File: src/rtl/vdd_mon_pkg.sv
// vdd_mon_pkg: shared types and constants for the VDD fault monitor.
//   - state_e: monitor FSM encodings (also exported on mon_state for debug)
//   - ADC_W_DEF / CNT_W_DEF: default sample and counter widths
//   - CAUSE_*_BIT: fault-cause bit positions shared with power_monitor
package vdd_mon_pkg;

  localparam int unsigned ADC_W_DEF = 12;
  localparam int unsigned CNT_W_DEF = 8;

  // Fault-cause vector layout, common to the power_monitor family.
  localparam int unsigned CAUSE_UV_BIT    = 0;
  localparam int unsigned CAUSE_OV_BIT    = 1;
  localparam int unsigned CAUSE_STALE_BIT = 2;
  localparam int unsigned CAUSE_W         = 3;

  typedef enum logic [1:0] {
    ST_NORMAL  = 2'd0,
    ST_PENDING = 2'd1,
    ST_FAULT   = 2'd2,
    ST_RECOVER = 2'd3
  } state_e;

endpackage : vdd_mon_pkg

File: src/rtl/vdd_band_compare.sv
// vdd_band_compare: combinational window compare of one VDD sample.
// Ports:
//   sample_i, uv_thresh_i, ov_thresh_i, hyst_i : sample and live limits
//   under_c / over_c : sample below uv / above ov
//   bad_c            : under_c | over_c
//   in_band_c        : sample inside [uv+hyst, ov-hyst]; ov-hyst saturates
//                      at 0 and an overflowing uv+hyst empties the band.
module vdd_band_compare #(
  parameter int unsigned ADC_W = 12
) (
  input  logic [ADC_W-1:0] sample_i,
  input  logic [ADC_W-1:0] uv_thresh_i,
  input  logic [ADC_W-1:0] ov_thresh_i,
  input  logic [ADC_W-1:0] hyst_i,
  output logic             under_c,
  output logic             over_c,
  output logic             bad_c,
  output logic             in_band_c
);

  localparam int unsigned EXT_W = ADC_W + 1;

  logic [EXT_W-1:0] band_lo;
  logic [ADC_W-1:0] band_hi;

  // Lower edge keeps the carry so an overflowing sum can never be met.
  assign band_lo = {1'b0, uv_thresh_i} + {1'b0, hyst_i};
  assign band_hi = (ov_thresh_i >= hyst_i) ? (ov_thresh_i - hyst_i) : '0;

  assign under_c   = (sample_i < uv_thresh_i);
  assign over_c    = (sample_i > ov_thresh_i);
  assign bad_c     = under_c | over_c;
  assign in_band_c = ({1'b0, sample_i} >= band_lo) && (sample_i <= band_hi);

endmodule : vdd_band_compare

File: src/rtl/vdd_fault_monitor.sv
// vdd_fault_monitor: debounced under/over-voltage qualifier feeding the
// power supply sequencer.
// Ports:
//   clk, reset            : clock, synchronous active-high reset
//   adc_sample, adc_valid : VDD sample and its one-cycle strobe
//   uv_thresh, ov_thresh, hyst : live window limits and recovery hysteresis
//   deb_assert, deb_release    : consecutive-sample debounce (0 acts as 1)
//   vdd_fault             : registered fault level (FAULT or RECOVER)
//   uv_flag, ov_flag, stale_flag : latched fault cause
//   fault_count           : saturating count of FAULT entries
//   mon_state             : FSM state for debug
// Optional: define VDD_ADC_WATCHDOG_EN to add the ADC_TIMEOUT idle watchdog.
module vdd_fault_monitor
  import vdd_mon_pkg::*;
#(
  parameter int unsigned ADC_W = ADC_W_DEF,
  parameter int unsigned CNT_W = CNT_W_DEF
`ifdef VDD_ADC_WATCHDOG_EN
  ,
  parameter int unsigned ADC_TIMEOUT = 1024
`endif
) (
  input  logic             clk,
  input  logic             reset,
  input  logic [ADC_W-1:0] adc_sample,
  input  logic             adc_valid,
  input  logic [ADC_W-1:0] uv_thresh,
  input  logic [ADC_W-1:0] ov_thresh,
  input  logic [ADC_W-1:0] hyst,
  input  logic [CNT_W-1:0] deb_assert,
  input  logic [CNT_W-1:0] deb_release,
  output logic             vdd_fault,
  output logic             uv_flag,
  output logic             ov_flag,
  output logic             stale_flag,
  output logic [CNT_W-1:0] fault_count,
  output logic [1:0]       mon_state
);

  localparam logic [CNT_W-1:0] CNT_ONE = CNT_W'(1);
  localparam logic [CNT_W-1:0] CNT_MAX = '1;

  state_e             state_q, state_d;
  logic [CNT_W-1:0]   cnt_q, cnt_d;
  logic [CNT_W-1:0]   fault_count_q, fault_count_d;
  logic [CAUSE_W-1:0] cause_q, cause_d;
  logic               vdd_fault_q, vdd_fault_d;

  logic               under_c, over_c, bad_c, in_band_c;
  logic [CNT_W-1:0]   eff_assert_c, eff_release_c, cnt_inc_c;
  logic               timeout_c;

  vdd_band_compare #(.ADC_W(ADC_W)) u_band (
    .sample_i    (adc_sample),
    .uv_thresh_i (uv_thresh),
    .ov_thresh_i (ov_thresh),
    .hyst_i      (hyst),
    .under_c     (under_c),
    .over_c      (over_c),
    .bad_c       (bad_c),
    .in_band_c   (in_band_c)
  );

  assign eff_assert_c  = (deb_assert  == '0) ? CNT_ONE : deb_assert;
  assign eff_release_c = (deb_release == '0) ? CNT_ONE : deb_release;
  assign cnt_inc_c     = (cnt_q == CNT_MAX) ? cnt_q : cnt_q + CNT_ONE;

`ifdef VDD_ADC_WATCHDOG_EN
  localparam int unsigned IDLE_W = $clog2(ADC_TIMEOUT + 1);

  logic [IDLE_W-1:0] idle_q, idle_d;

  // Idle counter saturates at the timeout; any valid sample restarts it.
  always_comb begin
    idle_d = idle_q;
    if (adc_valid) begin
      idle_d = '0;
    end else if (idle_q != IDLE_W'(ADC_TIMEOUT)) begin
      idle_d = idle_q + IDLE_W'(1);
    end
  end

  // Fires on the edge that consumes the ADC_TIMEOUT-th idle cycle.
  assign timeout_c = !adc_valid && (idle_q >= IDLE_W'(ADC_TIMEOUT - 1));

  always_ff @(posedge clk) begin
    if (reset) idle_q <= '0;
    else       idle_q <= idle_d;
  end
`else
  assign timeout_c = 1'b0;
`endif

  // Next-state, debounce counter, cause and episode count.
  always_comb begin
    logic fault_entry;
    fault_entry   = 1'b0;
    state_d       = state_q;
    cnt_d         = cnt_q;
    cause_d       = cause_q;
    fault_count_d = fault_count_q;

    if (adc_valid) begin
      unique case (state_q)
        ST_NORMAL: begin
          if (bad_c) begin
            cnt_d = CNT_ONE;
            if (eff_assert_c == CNT_ONE) fault_entry = 1'b1;
            else                         state_d     = ST_PENDING;
          end
        end
        ST_PENDING: begin
          if (!bad_c) begin
            state_d = ST_NORMAL;
            cnt_d   = '0;
          end else begin
            cnt_d = cnt_inc_c;
            if (cnt_inc_c >= eff_assert_c) fault_entry = 1'b1;
          end
        end
        ST_FAULT: begin
          if (in_band_c) begin
            if (eff_release_c == CNT_ONE) begin
              state_d = ST_NORMAL;
              cnt_d   = '0;
              cause_d = '0;
            end else begin
              state_d = ST_RECOVER;
              cnt_d   = CNT_ONE;
            end
          end
        end
        ST_RECOVER: begin
          if (in_band_c) begin
            if (cnt_inc_c >= eff_release_c) begin
              state_d = ST_NORMAL;
              cnt_d   = '0;
              cause_d = '0;
            end else begin
              cnt_d = cnt_inc_c;
            end
          end else begin
            // Fall-back is the same episode: cause and count untouched.
            state_d = ST_FAULT;
            cnt_d   = '0;
          end
        end
        default: state_d = ST_NORMAL;
      endcase

      if (fault_entry) begin
        state_d                  = ST_FAULT;
        cnt_d                    = '0;
        cause_d[CAUSE_UV_BIT]    = under_c;
        cause_d[CAUSE_OV_BIT]    = over_c;
        cause_d[CAUSE_STALE_BIT] = 1'b0;
      end
    end else if (timeout_c && (state_q != ST_FAULT)) begin
      fault_entry              = 1'b1;
      state_d                  = ST_FAULT;
      cnt_d                    = '0;
      cause_d[CAUSE_STALE_BIT] = 1'b1;
    end

    if (fault_entry && (fault_count_q != CNT_MAX)) begin
      fault_count_d = fault_count_q + CNT_ONE;
    end

    vdd_fault_d = (state_d == ST_FAULT) || (state_d == ST_RECOVER);
  end

  always_ff @(posedge clk) begin
    if (reset) begin
      state_q       <= ST_NORMAL;
      cnt_q         <= '0;
      cause_q       <= '0;
      fault_count_q <= '0;
      vdd_fault_q   <= 1'b0;
    end else begin
      state_q       <= state_d;
      cnt_q         <= cnt_d;
      cause_q       <= cause_d;
      fault_count_q <= fault_count_d;
      vdd_fault_q   <= vdd_fault_d;
    end
  end

  assign vdd_fault   = vdd_fault_q;
  assign uv_flag     = cause_q[CAUSE_UV_BIT];
  assign ov_flag     = cause_q[CAUSE_OV_BIT];
  assign stale_flag  = cause_q[CAUSE_STALE_BIT];
  assign fault_count = fault_count_q;
  assign mon_state   = state_q;

endmodule : vdd_fault_monitor
File: config.mk
export PLATFORM = sky130hd
export DESIGN_NAME = vdd_fault_monitor
export DESIGN_NICKNAME = d
export VERILOG_FILES = /design/src/rtl/vdd_mon_pkg.sv /design/src/rtl/vdd_band_compare.sv /design/src/rtl/vdd_fault_monitor.sv
export SDC_FILE = /design/constraint.sdc
export NUM_CORES = 1
export LEC_CHECK = 0
export ABC_AREA = 1
export BUFFER_PORTS_ARGS = -buffer_cell sky130_fd_sc_hd__buf_2
export CORE_AREA = 2 2 98 100
export DETAILED_ROUTE_END_ITERATION = 16
export DIE_AREA = 0 0 100 102
export PLACE_DENSITY = 0.69
export SLEW_MARGIN = 20
export SYNTH_ARGS = -nofsm -noshare
export SYNTH_HDL_FRONTEND = slang
export SYNTH_SLANG_ARGS = --single-unit
File: constraint.sdc
create_clock -name clk -period 3.1 [get_ports clk]
set_input_delay 0.155 -clock clk [delete_from_list [all_inputs] [get_ports clk]]
set_output_delay 0.155 -clock clk [all_outputs]
set_load 0.02 [all_outputs]
**After elaboration in Yosys (flattened, before gate mapping)**

Cells that the tools add are included.

- Bits in latches: 0
- Memories: 0
- Bits in read-only memories: 0
- Memory bits (writable): 0
- Flip-flop bits (word level): 22

- Reduce and logical (&&, ||, !) cells: 9
- Bitwise logic cells: 1
- Multiplexer cells: 35
- Multiply operators: 0
- Equal/unequal tests: 14
- Shift operators: 0
- Div/mod/pow operators: 0
- $add $sub $neg: 4
- Magnitude comparators: 7

Operators by type and width:

| kind | count |
|---|---|
| two-way mux 8 bit | 9 |
| case mux 8 bit (4 select lines) | 1 |
| two-way mux 2 bit | 9 |
| adder 8 x 1 -> 8 bit, second input constant | 2 |
| equality test 8 x 1 -> 1 bit, second input constant | 2 |
| greater-or-equal comparator 8 bit | 2 |
| zero test 8 bit | 2 |
| two-way mux 3 bit | 5 |
| inequality test 3 bit, second input constant | 5 |
| adder 12 x 12 -> 13 bit | 1 |
| greater-or-equal comparator 12 x 13 -> 1 bit | 1 |
| greater-or-equal comparator 12 bit | 1 |
| greater-than comparator 12 bit | 1 |
| <= comparator 12 bit | 1 |
| less-than comparator 12 bit | 1 |
| two-way mux 12 bit | 1 |
| subtractor 12 bit | 1 |
| equality test 2 bit, second input constant | 4 |
| equality test 8 bit, second input constant | 1 |
| inequality test 8 bit, second input constant | 1 |
| case mux 2 bit (4 select lines) | 1 |
| two-way mux 1 bit | 7 |
| case mux 3 bit (2 select lines) | 1 |
| AND reduction 6 bit | 1 |
| 8 further kinds | 9 |

**Depth between registers and ports, before layout**

- Depth in word-level cells: 11
- Depth in mapped cells: 28
- Depth with buffers taken out: 28

**By module**

Synthesis repeated with hierarchy kept, for this count alone.

- Cell total of the unflattened synthesis: 708
- Area, all modules: 4,295.4 sq um

Modules (own cells, without submodules):

| module | area each (sq um) | times used | cells an instance |
|---|---|---|---|
| vdd_band_compare | 2,479.9 | 1 | 419 |
| vdd_fault_monitor | 1,815.5 | 1 | 289 |

**Least setup slack after synthesis**

OpenSTA, ideal clock, no wires.

- Path type: input to register
- Start point: in ov_thresh[0]
- End point: reg cnt_q[2]
- Buffers on the path: 0
- Arrival: 3,024 ps
- Cell stages on the path: 24
- Slack: 12 ps
- Cells stage by stage: inv_1 > ha_1 > fa_1 > o31ai_2 > a21oi_1 > o21ai_0 > a21oi_1 > a21oi_1 > o21ai_0 > ha_1 > nand2_1 > inv_1 > nand2_1 > nor2_1 > nand4_1 > nand2_1 > nand2_1 > nor2_4 > nand2_1 > nand2_2 > nand3_4 > inv_4 > o21ai_1 > nor2_1

- Longest elaborated chain between the ends: 7
- Elaborated cells between the ends (all ways): 18
- Those cells by class: add/sub: 1; order compare: 3; eq/ne: 2; mux: 9; bitwise: 1; reduce/logical: 2

Ends and longest elaborated chain:

| element | line | source |
|---|---|---|
| from (decl) | vdd_fault_monitor.sv:28 | `input logic [ADC_W-1:0] ov_thresh,` |
| subtractor 12 bit, or another cell as far along | vdd_band_compare.sv:28 | `assign band_hi = (ov_thresh_i >= hyst_i) ? (ov_thresh_i - hyst_i) : '0;` |
| two-way mux 12 bit / bitwise OR 1 bit (equally long branches) | vdd_band_compare.sv:28, vdd_band_compare.sv:32 |  |
| <= comparator 12 bit, or another cell as far along | vdd_band_compare.sv:33 | `assign in_band_c = ({1'b0, sample_i} >= band_lo) && (sample_i <= band_hi);` |
| logical AND 1 bit / case mux 1 bit (2 select lines) (equally long branches) | vdd_band_compare.sv:33, vdd_fault_monitor.sv:104 |  |
| two-way mux 8 bit / two-way mux 1 bit (equally long branches) | vdd_fault_monitor.sv:134, vdd_fault_monitor.sv:103 |  |
| case mux 8 bit (4 select lines) / inequality test 3 bit (equally long branches) | - |  |
| two-way mux 8 bit / AND reduction 3 bit (equally long branches) | - |  |
| to (signal assigned) | vdd_fault_monitor.sv:181 | `cnt_q <= cnt_d;` |
| to (decl) | vdd_fault_monitor.sv:44 | `logic [CNT_W-1:0] cnt_q, cnt_d;` |

Parallel ways exist; a longest one is shown, timed or not. The select of a mux whose other input is x is not followed.
A chain may end at the register's enable or synchronous reset.

**Worst setup path after layout**

- Start point: in ov_thresh[0]
- End point: reg cnt_q[3]

The elaborated chain is that of the path after synthesis.

==> impl_metrics.env <==
export IMPL_status="finished clean"
export IMPL_gr_usage_met2=0.404
export IMPL_synth_fa_ha_area_frac=0.288
export IMPL_antenna_found_initial=0
export IMPL_holdPathEnd="mon_state[0]$_SDFF_PP0_"
export IMPL_mostFrequentLayoutCells="nand2_1, inv_1, ha_1, buf_2, nor2_1"
export IMPL_slowest_stage="fa_2"
export IMPL_path_buf_inv=5
export IMPL_min_period_over_period=0.985
export IMPL_yosys_area_share_simple=0.304
export IMPL_drv_cap=0
export IMPL_min_path_cells=2
export IMPL_cts_buffers=3
export IMPL_avgSynthCellArea_um2=6.39
export IMPL_synth_cell_types=46
export IMPL_drv_slew=0
export IMPL_layout_drive_gt1_share=0.285
export IMPL_gp_congestion=0.930
export IMPL_rr_startpoint="cnt_q[1]$_SDFFE_PP0P_"
export IMPL_worstHoldPathType="input pin to flip-flop"
export IMPL_drt_iter0_markers=241
export IMPL_synth_compound_area_frac=0.137
export IMPL_synthArstFlopShare=0
export IMPL_ir_worst_vdd_uv=192
export IMPL_clk_latency_ns=0.26
export IMPL_core_um2=9110
export IMPL_syn2layout_area_growth_pct=33.7
export IMPL_gr_usage_met3=0.0178
export IMPL_hpwl_mm=9.34
export IMPL_initial_core_util=0.440
export IMPL_grt_max_degree=16
export IMPL_yosysSeqAreaShare=0.105
export IMPL_rsz0062_at_grt="true"
export IMPL_synth_top_family_by_area="simple AND/OR/NAND/NOR gates"
export IMPL_r2r_cells=16
export IMPL_hold_viol_final=0
export IMPL_power_density_nw_per_um2=273
export IMPL_num_vias=4433
export IMPL_startpoint_type="input pin"
export IMPL_synth_edff_count=0
export IMPL_synth_area_um2=4010
export IMPL_path_max_fanout=8
export IMPL_fin_area_um2=5360
export IMPL_hp_start="reset"
export IMPL_cts_hold_buffers=0
export IMPL_critPathCaptureType="flip-flop"
export IMPL_dp_slack_ns=-0.589
export IMPL_syn_num_nets=785
export IMPL_fp_dieH_um=102
export IMPL_portBuffers=79
export IMPL_final_common_cell="nand2_1"
export IMPL_gr_total_overflow=0
export IMPL_synth_ff_type="dfxtp_1"
export IMPL_max_stage_delay_ns=0.36
export IMPL_clock_path_buffers=2
export IMPL_path_delay_family="simple AND/OR/NAND/NOR gates"
export IMPL_top_usage_layer="met2"
export IMPL_antenna_left=0
export IMPL_max_clock_freq_mhz=328
export IMPL_dpl_cell_count=870
export IMPL_die_width_um=100
export IMPL_first_pass_iters=4
export IMPL_grt_pass1_vias=4283
export IMPL_ios=81
export IMPL_root_buffer="clkbuf_8"
export IMPL_r2r_slack_ns=0.21
export IMPL_clkSinkCount=21
export IMPL_rows=35
export IMPL_die_area_um2=10200
export IMPL_h_tree_depth=1
export IMPL_cts_tree="built"
export IMPL_clkTransAtPathRegs_ns=0.08
export IMPL_drc=0
export IMPL_r2r_end="mon_state[0]$_SDFF_PP0_"
export IMPL_multiInputGateArea_um2=3400
export IMPL_wire_per_inst_um=12.5
export IMPL_grt_pass1_wl_mm=18.7
export IMPL_muxShareOfSynthArea=0.00281
export IMPL_n_fill_cell=859
export IMPL_num_antenna_cells=0
export IMPL_regArea_um2=424
export IMPL_fin_skew_ns=0.00541
export IMPL_cp_arrival_ns=3.25
export IMPL_synth_warnings=0
export IMPL_grt_usage=0.218
export IMPL_setup_viol=0
export IMPL_critical_path_class="input pin to flip-flop"
export IMPL_met1_usage=0.288
export IMPL_required_ns=3.29
export IMPL_nets=930
export IMPL_fin_crit_ns=3.05
export IMPL_fin_setup_tns_ns=0
export IMPL_synth_xor_area_frac=0.0456
export IMPL_wl_mm=11.1
export IMPL_placedInstanceArea_um2=4940
export IMPL_fin_ws_ns=0.0468
export IMPL_p_leak_nw=2.93
export IMPL_layout_cells_non_filler=882
export IMPL_synth_cells=627
export IMPL_viasPerCell=5.03
export IMPL_yosys_register_bits=21
==> worst reg2reg max path, delay by kind of cell, from the launching register on <==
family	cells	cell delay, ns
compound gates	4	0.69
xor+xnor	1	0.25
fa+ha+maj	2	0.39
buf+inv	1	0.17
flops	1	0.40
simple gates	8	0.94
==> sequential cells by signal, summed over array words and instances (netlist names) <==
name	count
vdd_fault	1
fault_count	8
cause_q	2
cnt_q	8
mon_state	2
==> worst max-delay path by stage <==
stage / startpoint / end / slack, ns / cells past startpoint
after global routing: ov_thresh[0] / cnt_q[5]$_SDFFE_PP0P_ / -0.24 / 26
after CTS: ov_thresh[0] / cnt_q[3]$_SDFFE_PP0P_ / 0.004 / 24
final: ov_thresh[0] / cnt_q[3]$_SDFFE_PP0P_ / 0.05 / 25
after global placement: ov_thresh[0] / cnt_q[7]$_SDFFE_PP0P_ / -0.38 / 24
after floorplan: ov_thresh[0] / cnt_q[2]$_SDFFE_PP0P_ / 0.01 / 24
after detailed placement: ov_thresh[0] / cnt_q[3]$_SDFFE_PP0P_ / -0.59 / 24
==> final cells by class <==
type                    count  area share
multi-input cells         487       0.635
clock inverters             1     0.00140
inverters                 116      0.0829
repair buffers            143       0.168
well taps                 111      0.0259
flip-flops and latches     21      0.0792
clock buffers               3     0.00771
==> through the flow <==
| stage | total power [W] | util | hold WS (ns) |
|---|---|---|---|
| after detailed placement | 0.00118 | 0.542 | 0.412 |
| after global routing | 0.00161 | 0.588 | 0.135 |
| after global placement | 0.00116 | 0.542 | 0.409 |
| after CTS | 0.00139 | 0.559 | 0.131 |
| after floorplan | 0.000882 | - | 0.224 |
| final | 0.00146 | 0.588 | 0.132 |
==> synth_stat cells, drive strengths merged, types with 2 or more instances <==
| master | instances | area share |
|---|---|---|
| nand3 | 29 | 0.045 |
| ha | 89 | 0.28 |
| nor3 | 13 | 0.017 |
| fa | 2 | 0.010 |
| a21oi | 56 | 0.070 |
| nand4 | 17 | 0.027 |
| xor2 | 12 | 0.028 |
| nand3b | 2 | 0.0037 |
| o21bai | 2 | 0.0037 |
| a21o | 3 | 0.0056 |
| o21ai | 28 | 0.037 |
| inv | 115 | 0.11 |
| dfxtp | 21 | 0.10 |
| buf | 4 | 0.0072 |
| o211ai | 2 | 0.0037 |
| nor2 | 72 | 0.070 |
| a31oi | 3 | 0.0047 |
| nand2 | 132 | 0.13 |
| o21a | 2 | 0.0037 |
| or2 | 5 | 0.0078 |
| xnor2 | 8 | 0.017 |
==> power breakdown <==
| part | total [W] | switching (W) | leakage, nW | internal (W) |
|---|---|---|---|---|
| logic | 0.000965 | 0.000539 | 2.74 | 0.000426 |
| clock network | 0.000181 | 0.0000899 | 0.0217 | 0.0000907 |
| registers | 0.000318 | 0.0000274 | 0.173 | 0.000290 |
==> what timing repair did <==
action	4_1_cts	5_1_grt
pin swaps	11	22
cloned	1	0
gates resized for setup	16	53
setup endpoints to repair	13	21
setup buffers	1	6
==> routing by layer <==
layer / wire length, µm / vias up / part of all wire
met5: 0 / - / 0
met4: 35 / 0 / 0.0032
met3: 440 / 4 / 0.040
met2: 5330 / 98 / 0.48
met1: 5250 / 1980 / 0.47
li1: - / 2351 / -
==> kinds of logic after synthesis <==
group,after synthesis
simple gates,273
buf+inv,120
compound gates,100
fa+ha+maj,91
flops,21
xor+xnor,20
other cells,1
mux,1
No activity file was read; power rests on OpenSTA's default activity.
